[config.mk]
export PLATFORM = sky130hd
export DESIGN_NAME = hazard_fwd_scoreboard
export DESIGN_NICKNAME = d
export VERILOG_FILES = /design/src/rtl/hazard_fwd_scoreboard.sv
export SDC_FILE = /design/constraint.sdc
export NUM_CORES = 1
export LEC_CHECK = 0
export CAP_MARGIN = 20
export CORE_ASPECT_RATIO = 0.6
export CORE_UTILIZATION = 25
export DETAILED_ROUTE_END_ITERATION = 16
export SYNTH_ARGS = -nofsm -noshare
export SYNTH_HDL_FRONTEND = slang
export SYNTH_SLANG_ARGS = --single-unit
[constraint.sdc]
create_clock -name clk -period 1.54 [get_ports clk]
set_input_delay 0.154 -clock clk [delete_from_list [all_inputs] [get_ports clk]]
set_output_delay 0.154 -clock clk [all_outputs]
set_load 0.005 [all_outputs]
[src/rtl/hazard_fwd_scoreboard.sv]
// Hazard detection and EXE forwarding control for the 5-stage core.
// A two-entry scoreboard tracks the writers now in EXE (E0) and MEM (E1).
module hazard_fwd_scoreboard #(
  parameter int REG_ADDR_W = 4,
  parameter bit FWD_EN     = 1'b1,
  parameter int CNT_W      = 16
) (
  input  logic                  clk,
  input  logic                  rst,
  input  logic                  id_valid,
  input  logic [REG_ADDR_W-1:0] id_src1,
  input  logic                  id_src1_en,
  input  logic [REG_ADDR_W-1:0] id_src2,
  input  logic                  id_two_src,
  input  logic                  id_wb_en,
  input  logic [REG_ADDR_W-1:0] id_dest,
  input  logic                  id_mem_r,
  input  logic                  flush,
  output logic                  stall,
  output logic [1:0]            exe_fwd_sel1,
  output logic [1:0]            exe_fwd_sel2,
  output logic [CNT_W-1:0]      stall_cnt,
  output logic [CNT_W-1:0]      flush_cnt
);

  localparam logic [1:0] SEL_RF  = 2'b00;
  localparam logic [1:0] SEL_MEM = 2'b01;
  localparam logic [1:0] SEL_WB  = 2'b10;
  localparam logic [CNT_W-1:0] CNT_ONE = {{(CNT_W-1){1'b0}}, 1'b1};

  logic                  e0_vld_q, e0_vld_d, e0_ld_q, e0_ld_d;
  logic [REG_ADDR_W-1:0] e0_dest_q, e0_dest_d;
  logic                  e1_vld_q, e1_ld_q;
  logic [REG_ADDR_W-1:0] e1_dest_q;
  logic [1:0]            sel1_q, sel1_d, sel2_q, sel2_d;
  logic [CNT_W-1:0]      stall_cnt_q, stall_cnt_d, flush_cnt_q, flush_cnt_d;

  logic m1_e0, m2_e0, m1_e1, m2_e1;
  logic live, hazard, issue;

  assign m1_e0 = id_src1_en & e0_vld_q & (e0_dest_q == id_src1);
  assign m2_e0 = id_two_src & e0_vld_q & (e0_dest_q == id_src2);
  assign m1_e1 = id_src1_en & e1_vld_q & (e1_dest_q == id_src1);
  assign m2_e1 = id_two_src & e1_vld_q & (e1_dest_q == id_src2);

  // Flush kills the ID instruction, so it can never be the one stalled.
  assign live   = id_valid & ~flush;
  assign hazard = FWD_EN ? ((m1_e0 | m2_e0) & e0_ld_q)
                         : (m1_e0 | m2_e0 | m1_e1 | m2_e1);
  assign stall  = live & hazard;
  assign issue  = live & ~hazard;

  always_comb begin
    sel1_d = SEL_RF;
    sel2_d = SEL_RF;
    if (FWD_EN && issue) begin
      if (m1_e0 && !e0_ld_q) sel1_d = SEL_MEM;
      else if (m1_e1)        sel1_d = SEL_WB;
      if (m2_e0 && !e0_ld_q) sel2_d = SEL_MEM;
      else if (m2_e1)        sel2_d = SEL_WB;
    end
  end

  always_comb begin
    e0_vld_d  = 1'b0;
    e0_dest_d = id_dest;
    e0_ld_d   = 1'b0;
    if (issue) begin
      e0_vld_d = id_wb_en;
      e0_ld_d  = id_mem_r;
    end
  end

  always_comb begin
    stall_cnt_d = stall_cnt_q;
    flush_cnt_d = flush_cnt_q;
    if (stall && !(&stall_cnt_q)) stall_cnt_d = stall_cnt_q + CNT_ONE;
    if (flush && !(&flush_cnt_q)) flush_cnt_d = flush_cnt_q + CNT_ONE;
  end

  always_ff @(posedge clk or negedge rst) begin
    if (!rst) begin
      e0_vld_q    <= 1'b0;
      e0_dest_q   <= '0;
      e0_ld_q     <= 1'b0;
      e1_vld_q    <= 1'b0;
      e1_dest_q   <= '0;
      e1_ld_q     <= 1'b0;
      sel1_q      <= SEL_RF;
      sel2_q      <= SEL_RF;
      stall_cnt_q <= '0;
      flush_cnt_q <= '0;
    end else begin
      e1_vld_q    <= e0_vld_q;
      e1_dest_q   <= e0_dest_q;
      e1_ld_q     <= e0_ld_q;
      e0_vld_q    <= e0_vld_d;
      e0_dest_q   <= e0_dest_d;
      e0_ld_q     <= e0_ld_d;
      sel1_q      <= sel1_d;
      sel2_q      <= sel2_d;
      stall_cnt_q <= stall_cnt_d;
      flush_cnt_q <= flush_cnt_d;
    end
  end

  assign exe_fwd_sel1 = sel1_q;
  assign exe_fwd_sel2 = sel2_q;
  assign stall_cnt    = stall_cnt_q;
  assign flush_cnt    = flush_cnt_q;

endmodule

# Word level (Yosys, flattened, before mapping)
# Index checks and enable logic that the tools add are counted.
# Widths: inputs -> output; s select.
dict set report totals {
  register_bits 47
  wordCells 47
  output_inout_bits 37
  in_bits 20
}
dict set report classes {
  n_bitwise 15
  n_reduce_logical 9
  eq_ne 4
  n_mux 8
  add_sub_neg 2
}
# operator n
set ops {}
lappend ops {{$add 16x1->16 const B} 2}
lappend ops {{$reduce_and 16->1} 2}
lappend ops {{$eq 4x4->1} 4}
lappend ops {{$and 1x1->1} 12}
lappend ops {{$mux 2} 6}
lappend ops {{$logic_and 1x1->1} 4}
lappend ops {{$logic_not 1->1} 3}
lappend ops {{$mux 1} 2}
lappend ops {{$not 1->1} 2}
lappend ops {{$or 1x1->1} 1}

# Depth between registers and ports, before layout
dict set report depth {
  depth_word 7
  ltp_mapped 7
  ltp_nobuf 6
}

# Least setup slack after synthesis
# OpenSTA, ideal clock, no wires.
dict set report synth_timing {
  kind {register to register}
  start {register flush_cnt_q[0] (netlist: flush_cnt[0])}
  end {register flush_cnt_q[3] (netlist: flush_cnt[3])}
  period_less_slack_ns 1.663
  setup_slack_ns -0.123
  n_path_buf 0
  required_time_ns 1.413
  stages_incl_launch_ff 7
  arrival_ns 1.536
  setup_ns 0.127
  cell_sequence {dfrtp_1 ha_1 nand4_1 nor4_4 a21boi_2 and4_1 xor2_1}
}
dict set report synth_via {
  elab_chain_cells 3
  word_cells_on_any_way 4
  cone_classes {add/sub (1); reduce/logical (3)}
}
# element line_no
set synth_rtl {}
lappend synth_rtl {{from (decl)} 36} ;# logic [CNT_W-1:0] stall_cnt_q, stall_cnt_d, flush_cnt_q, flush_cnt_d;
lappend synth_rtl {{from (signal assigned)} 103} ;# flush_cnt_q <= flush_cnt_d;
lappend synth_rtl {{parallel branches: the longest is 3 deep, another holds $add 16x1->16} --}
# Several ways; the timed one is not identified.
# A chain may end at the register's enable or synchronous reset.

# Final worst setup path
dict set report layout_timing {
  start {register e0_dest_q[0]}
  end {output stall}
}
dict set report layout_via {
  elab_chain_cells 5
  word_cells_on_any_way 7
  cone_classes {eq/ne (2); bitwise (5)}
}
# element line_no
set layout_rtl {}
lappend layout_rtl {{from (decl)} 32} ;# logic [REG_ADDR_W-1:0] e0_dest_q, e0_dest_d;
lappend layout_rtl {{from (signal assigned)} 98} ;# e0_dest_q <= e0_dest_d;
lappend layout_rtl {{$eq 4x4->1 (on tied branches)} {41, 42}}
lappend layout_rtl {{$and 1x1->1 (on tied branches)} {41, 42}}
lappend layout_rtl {{$or 1x1->1 (*)} --}
lappend layout_rtl {{$and 1x1->1 (*)} 48} ;# assign hazard = FWD_EN ? ((m1_e0 | m2_e0) & e0_ld_q)
lappend layout_rtl {{$and 1x1->1 (*)} 50} ;# assign stall = live & hazard;
lappend layout_rtl {{to (decl)} 19} ;# output logic stall,
# Mark *: on every way between the ends. The rest lies on a longest branch, timed or not.

==> impl_metrics.py <==
metrics = {
    "sta": {
        "fin_setup_tns_ns": -0.654,
        "worst_pin_slew_ns": 0.287,
        "post-route-period-util_pct": 108,
        "hold_violations": 0,
        "slew_viol_final": 0,
        "setup_ws_ns": -0.128,
        "clock-skew-final_ns": 0.00492,
        "setup_violations": 12,
        "max_freq_mhz": 599,
        "fin_crit_ns": 1.67,
        "maxSlewHeadroom_pct": 80.7,
        "rsz0062_at_grt": "yes",
    },
    "synthesis": {
        "synthDistinctLibCells": 40,
        "syn-num-nets": 213,
        "netlist.area_leader.share_pct": 51.5,
        "synth_most_common_cell": "dfrtp_1",
        "ys_ff_latch": 47,
        "yosys_warnings": 0,
        "synth-async-reset-ratio_pct": 100,
        "synth_cells": 191,
        "syn_area_per_cell_um2": 12.0,
        "yosysTopAreaCell": "dfrtp_1",
        "ys.flop_type": "dfrtp_1",
        "synth-edff-count": 0,
        "synth_area_um2": 2280,
        "yosys-top-cells-count": "dfrtp_1, xnor2_1, xor2_1",
        "seq_area_frac_synth_pct": 51.5,
        "ys_top_cells_by_area": "dfrtp_1, xnor2_1, xor2_1",
    },
    "setup_path": {
        "path_class": "reg -> out",
        "reg2reg_depth": 6,
        "worstPathCellList": "xnor2_2 > and4_4 > a2bb2o_4 > and2_4 > buf_6",
        "end_kind": "primary output",
        "crit_buf_inv": 1,
        "worst-path-stages": 5,
        "critPathTopFamily": "flip-flops",
        "required_ns": 1.39,
        "cp.arrival_ns": 1.51,
        "critPathLaunchType": "flop",
        "worstPathMaxFanout": 3,
        "max_stage_delay_ns": 0.45,
        "slowest_stage": "dfrtp_2",
    },
    "detailed_routing": {
        "drc": 3,
        "vias": 1873,
        "wire_per_inst_um": 13.5,
        "drtIter0Drc": 153,
        "viasPerCell": 4.45,
        "ant_nets": 0,
        "drt-pass1-iter-count": 12,
        "wl_mm": 5.69,
    },
    "clock_network": {
        "clockBufferDepth": 2,
        "cts_made_buffers": 5,
        "path_clk_slew_ns": 0.06,
        "clk_latency_ns": 0.28,
        "clock-sinks": 47,
        "cts_tree": "yes",
        "htreeDepth": 2,
        "cts-root-buf": "clkbuf_16",
    },
    "placed_design": {
        "dpl_worst_slack_ns": -0.444,
        "io_buffers": 56,
        "globalplace.congestion": 0.800,
        "placed_area_um2": 3360,
        "hpwlAfterDp_mm": 4.20,
        "placedCellCount": 407,
    },
    "pwr": {
        "ir_drop_mv": 0.780,
        "leakage_nw": 1.72,
        "power_density_nw_per_um2": 957,
        "finalPower_mw": 3.58,
    },
    "cells_and_area": {
        "area_delta_synth_final_pct": 63.5,
        "final_area_um2": 3730,
        "nFillCells": 821,
        "final_net_count": 331,
        "stdcell_count": 421,
        "n_antenna_cell": 0,
        "drive_above_1_share_pct": 35.0,
    },
    "outcome": {
        "run_status": "finished with violations",
        "violations": "DRC, setup timing",
    },
    "floorplan": {
        "start_util_pct": 26.3,
        "fp.dieW_um": 125,
        "coreArea_um2": 8690,
        "num_rows": 26,
        "die_h_um": 76.1,
        "dieArea_um2": 9540,
        "io_pins": 57,
    },
    "job": {
        "maxCapViolations": 0,
    },
    "grt": {
        "grt_start_max_net_pins": 48,
        "grt_pass1_vias": 1902,
        "grt_pass1_wl_mm": 9.47,
        "grt_usage_pct": 12.6,
        "grt_overflow_total": 0,
        "antenna_found_initial": 0,
    },
    "hold_path": {
        "min_path_cells": 1,
        "holdCritPathClass": "in -> reg",
    },
}
[cells in the final DEF, fill, tap and decap left out, types with 2 or more instances in the layout]
cell type,instances
buf_4,53
clkdlybuf4s50_1,52
dfrtp_1,44
xor2_1,19
xnor2_1,18
nand4_1,14
nand3_1,11
and3_1,8
nand2_1,6
xnor2_2,5
clkbuf_16,5
a21oi_1,4
nor2b_1,3
and4_4,3
nor2_2,3
nor2_4,3
dfrtp_2,3
nor3_2,2
and4b_1,2
nor3b_2,2
a21o_1,2
nor4_1,2
and4_1,2
inv_1,2
nor3_4,2
and2_1,2
ha_2,2
buf_12,2
[stage by stage]
stage	hold WS, ns	util, %
floorplan	-0.142	-
detailed placement	0.163	38.7
CTS	0.302	41.3
global route	0.296	43.0
global placement	0.163	38.7
finish	0.305	43.0
[final cells by class]
cell class                 instances  area (um2)  area share [%]
inverter                           2        7.51           0.201
clock buffer                       6         129            3.45
tap                              112         140            3.75
multi-input combinational        140        1230            32.9
sequential                        47        1180            31.6
clock inverter                     1        30.0           0.804
timing repair buffer             113        1020            27.3
[path summary, 6_finish.rpt]
kind	start	slack, ns	to
setup / recovery	e0_dest_q[0]$_DFF_PN0_	-0.13	stall
hold / removal	id_dest[0]	0.31	e0_dest_q[0]$_DFF_PN0_
setup reg to reg	flush_cnt[0]$_DFFE_PN0P_	-0.09	flush_cnt[13]$_DFFE_PN0P_
hold reg to reg	e0_dest_q[3]$_DFF_PN0_	0.46	e1_dest_q[3]$_DFF_PN0_
max in group asynchronous	rst	0.92	e0_dest_q[1]$_DFF_PN0_
min in group asynchronous	rst	0.37	flush_cnt[14]$_DFFE_PN0P_
[what timing repair did]
item	4_1_cts	5_1_grt
resized for setup	16	24
hold endpoints to repair	47	0
pin swaps	6	13
cloned	0	0
setup buffers	2	4
setup endpoints to repair	25	33
hold buffers	1	0
[layer usage]
layer | global-route usage, % | routed length [um] | vias up
met5 | 0 | 0 | -
met4 | 3.29 | 50 | 0
met3 | 3.93 | 262 | 7
met2 | 18.0 | 2530 | 43
met1 | 18.1 | 2850 | 902
li1 | - | - | 921
[cell families after synthesis]
group	synth area share (%)
adder cells (fa/ha/maj)	1.10
AO/OA/AOI/OAI	5.15
XOR/XNOR	16.5
flip-flops	51.5
buffers and inverters	1.48
multiplexers	1.15
AND/OR/NAND/NOR	23.2
[flip-flops by register name (all words and copies together) (netlist names)]
name,cells
e1_dest_q,4
stall_cnt,16
e1_vld_q,1
e0_ld_q,1
exe_fwd_sel2,2
e0_vld_q,1
flush_cnt,16
exe_fwd_sel1,2
e0_dest_q,4
[worst reg2reg max path: cells and delay by family, from the launching register on]
kind | cells | cell delay [ns]
DFF | 1 | 0.38
xor gates and xnor gates | 1 | 0.17
and+or+nand+nor | 4 | 0.79
adders and majority gates | 1 | 0.21
[where the power goes]
group          internal (mW)  switching [mW]
registers               1.35          0.0986
clock network          0.757           0.436
logic                  0.565           0.368
Note: power is estimated with default switching activity, not from simulation.
